File: config.mk
export PLATFORM = sky130hd
export DESIGN_NAME = seg_scan_ctrl
export DESIGN_NICKNAME = d
export VERILOG_FILES = /design/src/rtl/seg_scan_ctrl_pkg.sv /design/src/rtl/seg_scan_ctrl_nibble_enc.sv /design/src/rtl/seg_scan_ctrl.sv
export SDC_FILE = /design/constraint.sdc
export NUM_CORES = 1
export LEC_CHECK = 0
export CELL_PAD_IN_SITES_DETAIL_PLACEMENT = 2
export CELL_PAD_IN_SITES_GLOBAL_PLACEMENT = 2
export CORE_UTILIZATION = 36
export CTS_BUF_LIST = sky130_fd_sc_hd__clkbuf_16
export CTS_CLUSTER_SIZE = 20
export DETAILED_ROUTE_END_ITERATION = 8
export GPL_TIMING_DRIVEN = 0
export PLACE_DENSITY = 0.88
export SLEW_MARGIN = 20
export SYNTH_ARGS = -nofsm -noshare
export SYNTH_HDL_FRONTEND = slang
export SYNTH_SLANG_ARGS = --single-unit
File: constraint.sdc
create_clock -name clk -period 5.1 [get_ports clk]
set_clock_uncertainty 0.05 [all_clocks]
set_input_delay 0.51 -clock clk [delete_from_list [all_inputs] [get_ports clk]]
set_output_delay 0.51 -clock clk [all_outputs]
set_load 0.05 [all_outputs]
File: src/rtl/seg_scan_ctrl_pkg.sv
// Shared definitions for the seven-segment scan controller: FSM states,
// segment bit positions and the active-low nibble-to-segment table.
package seg_scan_ctrl_pkg;

    localparam int NUM_SRC = 4;

    typedef enum logic [1:0] {
        ST_IDLE  = 2'd0,
        ST_LOAD  = 2'd1,
        ST_SHIFT = 2'd2,
        ST_DONE  = 2'd3
    } scan_state_t;

    localparam int SEG_A  = 0;
    localparam int SEG_B  = 1;
    localparam int SEG_C  = 2;
    localparam int SEG_D  = 3;
    localparam int SEG_E  = 4;
    localparam int SEG_F  = 5;
    localparam int SEG_G  = 6;
    localparam int SEG_DP = 7;

    // Active-low {g,f,e,d,c,b,a}; a cleared bit lights the segment.
    localparam logic [6:0] SEG_TABLE [16] = '{
        7'h40, 7'h79, 7'h24, 7'h30, 7'h19, 7'h12, 7'h02, 7'h78,
        7'h00, 7'h10, 7'h08, 7'h03, 7'h46, 7'h21, 7'h06, 7'h0E
    };

    function automatic logic [7:0] seg_encode(input logic [3:0] nibble, input logic dp_on);
        logic [7:0] code;
        code                = 8'hFF;
        code[SEG_G:SEG_A]   = SEG_TABLE[nibble];
        code[SEG_DP]        = ~dp_on;
        return code;
    endfunction

endpackage

File: src/rtl/seg_scan_ctrl_nibble_enc.sv
// Combinational encoder for one display digit: hex nibble plus decimal point
// to the active-low {dp,g,f,e,d,c,b,a} byte shifted into the display chain.
module seg7_nibble_enc
    import seg_scan_ctrl_pkg::*;
(
    input  logic [3:0] nibble,
    input  logic       dp_on,
    output logic [7:0] seg
);

    assign seg = seg_encode(nibble, dp_on);

endmodule

File: src/rtl/seg_scan_ctrl.sv
// Periodically snapshots one of four sources, encodes it as eight hex digits
// and shifts the 64-bit pattern MSB-first into an external display shift chain.
module seg_scan_ctrl
    import seg_scan_ctrl_pkg::*;
#(
    parameter int CLK_DIV        = 2,
    parameter int REFRESH_CYCLES = 65536,
    parameter int DWELL_FRAMES   = 64
) (
    input  logic                    clk,
    input  logic                    rst,
    input  logic [NUM_SRC-1:0]      src_valid,
    input  logic [NUM_SRC-1:0][31:0] src_data,
    input  logic                    manual,
    input  logic [1:0]              sel_idx,
    output logic                    s_clk,
    output logic                    s_clrn,
    output logic                    sout,
    output logic                    seg_en,
    output logic [1:0]              cur_idx,
    output logic                    busy,
    output logic                    frame_done
);

    localparam int RW = (REFRESH_CYCLES > 1) ? $clog2(REFRESH_CYCLES) : 1;
    localparam int FW = $clog2(DWELL_FRAMES + 1);
    localparam logic [RW-1:0] REFRESH_LAST = RW'(REFRESH_CYCLES - 1);
    localparam logic [7:0]    DIV_LAST     = 8'(CLK_DIV - 1);
    localparam logic [FW-1:0] DWELL_LAST   = FW'(DWELL_FRAMES);

    scan_state_t     state, state_next;
    logic [RW-1:0]   refresh_cnt;
    logic            tick;
    logic [FW-1:0]   frame_cnt, frame_cnt_next, frame_cnt_inc;
    logic [1:0]      auto_idx, auto_idx_next, adv_idx, cand;
    logic            adv_found;
    logic            frame_manual, frame_manual_next;
    logic [63:0]     shift_reg, shift_next, pattern;
    logic [5:0]      bit_cnt, bit_cnt_next;
    logic [7:0]      phase_cnt, phase_cnt_next;
    logic            phase_hi, phase_hi_next;
    logic            s_clk_next, s_clrn_next, sout_next, seg_en_next;
    logic            busy_next, frame_done_next;
    logic [1:0]      cur_idx_next, load_idx;
    logic [31:0]     load_value;

    assign tick          = (refresh_cnt == REFRESH_LAST);
    assign load_idx      = manual ? sel_idx : auto_idx;
    assign load_value    = src_valid[load_idx] ? src_data[load_idx] : 32'h0;
    assign frame_cnt_inc = frame_cnt + 1'b1;

    for (genvar k = 0; k < 8; k++) begin : g_digit
        seg7_nibble_enc u_enc (
            .nibble (load_value[4*k+3:4*k]),
            .dp_on  ({1'b0, load_idx} == 3'(k)),
            .seg    (pattern[8*k+7:8*k])
        );
    end

    always_ff @(posedge clk) begin
        if (rst || tick) refresh_cnt <= '0;
        else             refresh_cnt <= refresh_cnt + 1'b1;
    end

    // Next valid source after the current one, wrapping back to itself.
    always_comb begin
        adv_idx   = auto_idx;
        adv_found = 1'b0;
        cand      = auto_idx;
        for (int i = 1; i <= NUM_SRC; i++) begin
            cand = auto_idx + 2'(i);
            if (!adv_found && src_valid[cand]) begin
                adv_idx   = cand;
                adv_found = 1'b1;
            end
        end
    end

    always_ff @(posedge clk) begin
        if (rst) state <= ST_IDLE;
        else     state <= state_next;
    end

    // Output registers are loaded with the values of the state being entered,
    // so every output lines up with the state register cycle by cycle.
    always_comb begin
        state_next        = state;
        frame_cnt_next    = frame_cnt;
        auto_idx_next     = auto_idx;
        frame_manual_next = frame_manual;
        shift_next        = shift_reg;
        bit_cnt_next      = bit_cnt;
        phase_cnt_next    = phase_cnt;
        phase_hi_next     = phase_hi;
        s_clk_next        = 1'b0;
        s_clrn_next       = 1'b1;
        sout_next         = sout;
        seg_en_next       = seg_en;
        cur_idx_next      = cur_idx;
        busy_next         = 1'b0;
        frame_done_next   = 1'b0;
        case (state)
            ST_IDLE: begin
                if (tick) begin
                    state_next  = ST_LOAD;
                    s_clrn_next = 1'b0;
                    busy_next   = 1'b1;
                end
            end
            ST_LOAD: begin
                state_next        = ST_SHIFT;
                busy_next         = 1'b1;
                cur_idx_next      = load_idx;
                frame_manual_next = manual;
                sout_next         = pattern[63];
                shift_next        = {pattern[62:0], 1'b0};
                bit_cnt_next      = 6'd63;
                phase_cnt_next    = 8'd0;
                phase_hi_next     = 1'b0;
            end
            ST_SHIFT: begin
                busy_next = 1'b1;
                if (phase_cnt == DIV_LAST) begin
                    phase_cnt_next = 8'd0;
                    if (!phase_hi) begin
                        phase_hi_next = 1'b1;
                        s_clk_next    = 1'b1;
                    end else begin
                        phase_hi_next = 1'b0;
                        if (bit_cnt == 6'd0) begin
                            state_next      = ST_DONE;
                            frame_done_next = 1'b1;
                            seg_en_next     = 1'b1;
                        end else begin
                            bit_cnt_next = bit_cnt - 1'b1;
                            sout_next    = shift_reg[63];
                            shift_next   = {shift_reg[62:0], 1'b0};
                        end
                    end
                end else begin
                    phase_cnt_next = phase_cnt + 1'b1;
                    s_clk_next     = phase_hi;
                end
            end
            ST_DONE: begin
                state_next = ST_IDLE;
                if (frame_manual) begin
                    frame_cnt_next = '0;
                end else if (frame_cnt_inc == DWELL_LAST) begin
                    frame_cnt_next = '0;
                    auto_idx_next  = adv_idx;
                end else begin
                    frame_cnt_next = frame_cnt_inc;
                end
            end
            default: state_next = ST_IDLE;
        endcase
    end

    always_ff @(posedge clk) begin
        if (rst) begin
            frame_cnt    <= '0;
            auto_idx     <= 2'd0;
            frame_manual <= 1'b0;
            shift_reg    <= '0;
            bit_cnt      <= 6'd0;
            phase_cnt    <= 8'd0;
            phase_hi     <= 1'b0;
            s_clk        <= 1'b0;
            s_clrn       <= 1'b0;
            sout         <= 1'b0;
            seg_en       <= 1'b0;
            cur_idx      <= 2'd0;
            busy         <= 1'b0;
            frame_done   <= 1'b0;
        end else begin
            frame_cnt    <= frame_cnt_next;
            auto_idx     <= auto_idx_next;
            frame_manual <= frame_manual_next;
            shift_reg    <= shift_next;
            bit_cnt      <= bit_cnt_next;
            phase_cnt    <= phase_cnt_next;
            phase_hi     <= phase_hi_next;
            s_clk        <= s_clk_next;
            s_clrn       <= s_clrn_next;
            sout         <= sout_next;
            seg_en       <= seg_en_next;
            cur_idx      <= cur_idx_next;
            busy         <= busy_next;
            frame_done   <= frame_done_next;
        end
    end

endmodule

==> flow_summary_export.csv, run 1 <==
group,metric,value,unit
run_status,status,"finished clean",
synthesis,ys_seq_area_share,26.0,%
timing,hold_slack,0.405,ns
grt,gr-usage-all-layers,34.9,%
worst_setup_path,start_kind,"input pin",
die,coreArea,0.0237,mm²
grt,grt_pass1_wl,64.6,mm
cts,path_clk_slew,0.06,ns
synthesis,synthesis.nets,1186,
die,start_util,37.0,%
worst_setup_path,path_cells,"clkdlybuf4s50_1 > mux2_4 > buf_4 > mux4_2 > buf_2 > clkbuf_1 > nand2_1 > ha_1 > nand2_1 > mux2i_1 > or4_1 > a21oi_1 > o22ai_1",
min_path,hp-class,"flop to flop",
timing,hold_violations,0,
cts,ctsHoldBuffers,0,
timing,fin_setup_tns,0,ns
timing,period_minus_slack,4.72,ns
worst_setup_path,max_stage_delay,0.74,ns
worst_setup_path,cp_num_buf_inv,4,
route,vias,9230,
die,dieArea,0.0250,mm²
route,routedWlPerCell,28.5,µm
placement,place_area,0.0106,mm²
placement,place_hpwl,28.5,mm
timing,tightest_slew,1.25,ns
grt,grt_overflow,0,
timing,rsz0062_at_grt,"no",
route,ant_nets,0,
cts,worstSkewPairLatency,0.43,ns
cts,root_buffer,"clkbuf_16",
route,wirelength,42.2,mm
final_layout,syn_to_final_growth,26.8,%
route,drt-vias-per-instance,6.23,
worst_setup_path,critPathKind,"input pin to flop",
pwr,p_per_area,384,mW/mm²
timing,fin_crit_sh,92.6,%
route,drcViolationCount,0,
job,cap_violations,0,
grt,grt_max_degree,17,
cts,cts_num_sinks,114,
route,drt_pass1_iterations,6,
placement,io_buffers,142,
synthesis,synth.avg_cell_area,8.88,µm²
synthesis,synth_edf_count,0,
final_layout,stdcell_area,0.0111,mm²
synthesis,yosysUniqueCellTypes,72,
final_layout,nets,1347,
timing,slew_viol_final,0,
worst_setup_path,critPathTopFamily,"buffers and inverters",
synthesis,synth_cells,988,
worst_setup_path,crit_top_cell,"nand2_1",
timing,fmax,212,MHz
cts,cts-resized-gates,0,
cts,post-cts-setup-buffers,0,
cts,cts_buffer_depth,2,
worst_setup_path,crit_arrival,4.95,ns
pwr,ir_drop,0.169,mV
die,row_count,56,
synthesis,syn_area,0.00877,mm²
placement,place_congestion,0.884,
cts,cts_buffers,17,
route,drt_iter0_drc,632,
worst_setup_path,worstPathRequired,5.33,ns
die,pin_count,145,
die,die_h,158,µm
worst_setup_path,cp_slowest_cell,"clkbuf_1",
synthesis,ys_warn_count,0,
final_layout,largest_register_ffs,63,
timing,setup_violations,0,
cts,cts_tree,"built",
grt,grt_pass1_vias,10500,
synthesis,async_flop_share,0,%
grt,antenna_found_initial,0,
timing,relSlewSlack,16.4,%
die,die_width,158,µm
pwr,cellLeakagePower,4.52,nW
final_layout,drive_above_1_share,12.4,%
worst_setup_path,crit_path_max_fanout,10,
synthesis,ys.flop_type,"dfxtp_1",
cts,cts-htree-levels,4,
worst_setup_path,worstSetupEndpointType,"flop",
synthesis,ys_seq_elements,114,
==> per-layer routing <==
metal,vias to the layer above,wire [µm],global-route usage [%]
met1,4639,17000,41.0
met2,431,20700,59.7
met5,-,0,0
li1,4019,-,-
met3,141,2650,7.61
met4,0,1810,17.7
==> report_power, final <==
group	internal, mW	switching (mW)
clock network	0.653	0.478
registers	1.05	0.131
logic	0.699	1.26
total	2.40	1.87
==> worst paths after layout <==
kind | slack (ns) | endpoint | cells after the start | start
max | 0.38 | shift_reg[36] | 13 | sel_idx[1]
min | 0.41 | seg_en | 1 | seg_en
max reg2reg | 0.38 | shift_reg[36] | 13 | auto_idx[1]
min reg2reg | 0.41 | seg_en | 1 | seg_en
==> stage by stage <==
step | util [%] | setup WS, ns | std cells | power [mW]
finish | 47.0 | 0.377 | 1481 | 4.27
global route | 46.9 | 0.337 | 1480 | 4.39
CTS | 46.9 | 0.501 | 1480 | 4.21
detailed placement | 44.7 | 0.226 | 1449 | 2.99
global placement | 44.7 | 0.445 | 1449 | 2.88
floorplan | - | 1.66 | 988 | 2.30
==> synth_stat cells, types with 20 or more instances <==
library cell	number	area [µm²]
a21oi_1	51	255
o22ai_1	20	125
nor2_1	82	308
buf_2	23	115
inv_1	37	139
mux2i_1	105	1050
dfxtp_1	114	2280
nand3_1	25	125
o21ai_0	22	110
clkbuf_1	25	93.8
nor3_1	32	160
mux2_2	35	394
nand2_1	55	206
ha_1	61	763
a211oi_1	21	158
==> cells in the final DEF, fill, tap and decap left out, types with 20 or more instances in the layout <==
cell type | synthesis | layout
a211oi_1 | 21 | 21
buf_2 | 23 | 23
clkdlybuf4s50_1 | 0 | 142
nand2_1 | 55 | 55
mux2i_1 | 105 | 105
mux2_2 | 35 | 35
a21oi_1 | 51 | 51
ha_1 | 61 | 61
inv_1 | 37 | 38
nand3_1 | 25 | 25
nor3_1 | 32 | 32
o22ai_1 | 20 | 20
clkbuf_1 | 25 | 25
o21ai_0 | 22 | 22
dfxtp_1 | 114 | 114
nor2_1 | 82 | 82
==> cells by family (layout without fill, tap and decap cells) <==
| kind of cell | Yosys count | after routing | share of synthesized area [%] |
|---|---|---|---|
| AO/OA/AOI/OAI | 235 | 235 | 19.7 |
| XOR/XNOR | 22 | 22 | 2.20 |
| adder cells (fa/ha/maj) | 61 | 61 | 8.70 |
| buffers and inverters | 107 | 280 | 5.93 |
| flip-flops | 114 | 114 | 26.0 |
| multiplexers | 160 | 160 | 20.8 |
| other | 0 | 1 | 0 |
| AND/OR/NAND/NOR | 289 | 289 | 16.7 |
==> layout make-up <==
class | instances | area, µm²
diodes | 1 | 2.50
plain buffers | 68 | 374
clock buffers | 17 | 425
clock inverters | 14 | 100
fillers | 2580 | 12600
inverters | 39 | 146
multi-input cells | 767 | 5970
flip-flops and latches | 114 | 2280
well taps | 319 | 399
repair buffers | 142 | 1420
No activity file was read; power rests on OpenSTA's default activity.
==> run 2: changes to the inputs <==
--- a/config.mk
+++ b/config.mk
@@ -5,6 +5,7 @@
 export SDC_FILE = /design/constraint.sdc
 export NUM_CORES = 1
 export LEC_CHECK = 0
+export CAP_MARGIN = 0
 export CELL_PAD_IN_SITES_DETAIL_PLACEMENT = 2
 export CELL_PAD_IN_SITES_GLOBAL_PLACEMENT = 2
 export CORE_UTILIZATION = 36
@@ -12,6 +13,7 @@
 export CTS_CLUSTER_SIZE = 20
 export DETAILED_ROUTE_END_ITERATION = 8
 export GPL_TIMING_DRIVEN = 0
+export MAX_ROUTING_LAYER = met4
 export PLACE_DENSITY = 0.88
 export SLEW_MARGIN = 20
 export SYNTH_ARGS = -nofsm -noshare
==> flow_summary_export.csv, run 2 (synthesized netlist as in run 1, its figures left out) <==
group,metric,value,unit
timing,worst_slack,0.344,ns
route,vias,9263,
worst_setup_path,reg2reg_depth,13,
worst_setup_path,worstPathRequired,5.33,ns
final_layout,largest_register_ffs,63,
route,met2_length,20.6,mm
timing,rsz0062_at_grt,"no",
cts,cts-resized-gates,0,
cts,root_buffer,"clkbuf_16",
route,drt-vias-per-instance,6.26,
placement,dpl_worst_slack,0.226,ns
die,dieArea,0.0250,mm²
final_layout,drive_above_1_share,12.4,%
die,pin_count,145,
worst_setup_path,critPathKind,"input pin to flop",
die,start_util,37.0,%
route,wl_met3,2.71,mm
timing,setup_violations,0,
cts,cts_tree,"built",
cts,cts-htree-levels,4,
grt,grt_max_degree,17,
timing,fin_crit_sh,93.2,%
worst_setup_path,crit_arrival,4.99,ns
timing,period_minus_slack,4.76,ns
worst_setup_path,crit-reg2reg-capture,"shift_reg[36]",
timing,slew_viol_final,0,
placement,place_hpwl,28.5,mm
grt,grt_pass1_vias,10400,
placement,place_congestion,0.899,
timing,fmax,210,MHz
worst_setup_path,rr_startpoint,"auto_idx[1]",
timing,relSlewSlack,18.9,%
worst_setup_path,crit_path_max_fanout,10,
worst_setup_path,r2r_slack,0.35,ns
grt,grt_pass1_wl,64.6,mm
grt,grt_overflow,0,
cts,ctsHoldBuffers,0,
grt,gr-usage-all-layers,36.0,%
cts,cts_num_sinks,114,
route,routedWlPerCell,28.5,µm
final_layout,syn_to_final_growth,26.7,%
route,drcViolationCount,0,
final_layout,antennaDiodeCount,0,
route,m1WireLength,17.0,mm
pwr,cellLeakagePower,4.52,nW
route,ant_nets,0,
cts,worstSkewPairLatency,0.44,ns
timing,hold_violations,0,
cts,cts_buffer_depth,2,
die,row_count,56,
min_path,min_delay_path_depth,1,
route,drt_iter0_drc,672,
route,drt_pass1_iterations,5,
route,wirelength,42.2,mm
pwr,p_per_area,384,mW/mm²
cts,post-cts-setup-buffers,0,
timing,fin_setup_tns,0,ns
placement,io_buffers,142,
die,die_width,158,µm
timing,tightest_slew,1.21,ns
die,die_h,158,µm
min_path,hp-class,"flop to flop",
final_layout,fillers,2580,
final_layout,nets,1347,
pwr,ir_drop,0.169,mV
worst_setup_path,worstSetupEndpointType,"flop",
min_path,holdPathEnd,"seg_en",
worst_setup_path,start_kind,"input pin",
grt,antenna_found_initial,0,
final_layout,final_cell_mix,"clkdlybuf4s50_1, dfxtp_1, mux2i_1",
cts,path_clk_slew,0.05,ns
final_layout,final_common_cell,"clkdlybuf4s50_1",
job,cap_violations,0,
min_path,holdCritStartpoint,"seg_en",
cts,cts_buffers,17,
die,coreArea,0.0237,mm²
run_status,status,"finished clean",
route,routed.top_layer,"met4",
==> run 2: critical path, cell delays in order <==
cell             delay [ns]
clkdlybuf4s50_1        0.43
mux2_4                 0.30
buf_4                  0.23
mux4_2                 0.53
buf_2                  0.40
clkbuf_1               0.75
nand2_1                0.37
ha_1                   0.35
nand2_1                0.09
mux2i_1                0.08
or4_1                  0.55
a21oi_1                0.21
o22ai_1                0.17
==> run 2: per-layer routing <==
layer | GRT usage (%) | up-vias
met2 | 59.7 | 434
met4 | 17.6 | 0
met1 | 41.4 | 4660
li1 | - | 4022
met5 | - | -
met3 | 6.84 | 147
==> run 2: worst max-delay path by stage <==
| stage | to | from |
|---|---|---|
| finish | shift_reg[36] | sel_idx[1] |
| global route | shift_reg[36] | auto_idx[1] |
| CTS | shift_reg[36] | auto_idx[1] |
| detailed placement | shift_reg[36] | sel_idx[1] |
| global placement | shift_reg[36] | sel_idx[1] |
| floorplan | shift_reg[44] | manual |
==> run 2: per-stage QoR <==
stage	utilization [%]	total power [mW]	hold WS (ns)	std cells	cell area (µm²)
global route	46.9	4.39	0.440	1480	11100
finish	46.9	4.27	0.406	1480	11100
floorplan	-	2.30	0.376	988	8770
detailed placement	44.7	2.99	0.399	1449	10600
CTS	46.9	4.21	0.412	1480	11100
global placement	44.7	2.88	0.391	1449	10600
==> run 2: final cells by class <==
type | count | area, µm² | area share (%)
Clock inverter | 14 | 100 | 0.900
Buffer | 68 | 374 | 3.36
Sequential cell | 114 | 2280 | 20.5
Timing Repair Buffer | 142 | 1420 | 12.8
Clock buffer | 17 | 425 | 3.83
Inverter | 39 | 146 | 1.32
Tap cell | 319 | 399 | 3.59
Multi-Input combinational cell | 767 | 5970 | 53.7
==> run 2: where the power goes <==
group / internal (mW) / leakage (nW) / switching, mW / total, mW
clock network: 0.653 / 0.255 / 0.479 / 1.13
logic: 0.699 / 3.34 / 1.26 / 1.96
registers: 1.05 / 0.924 / 0.131 / 1.18
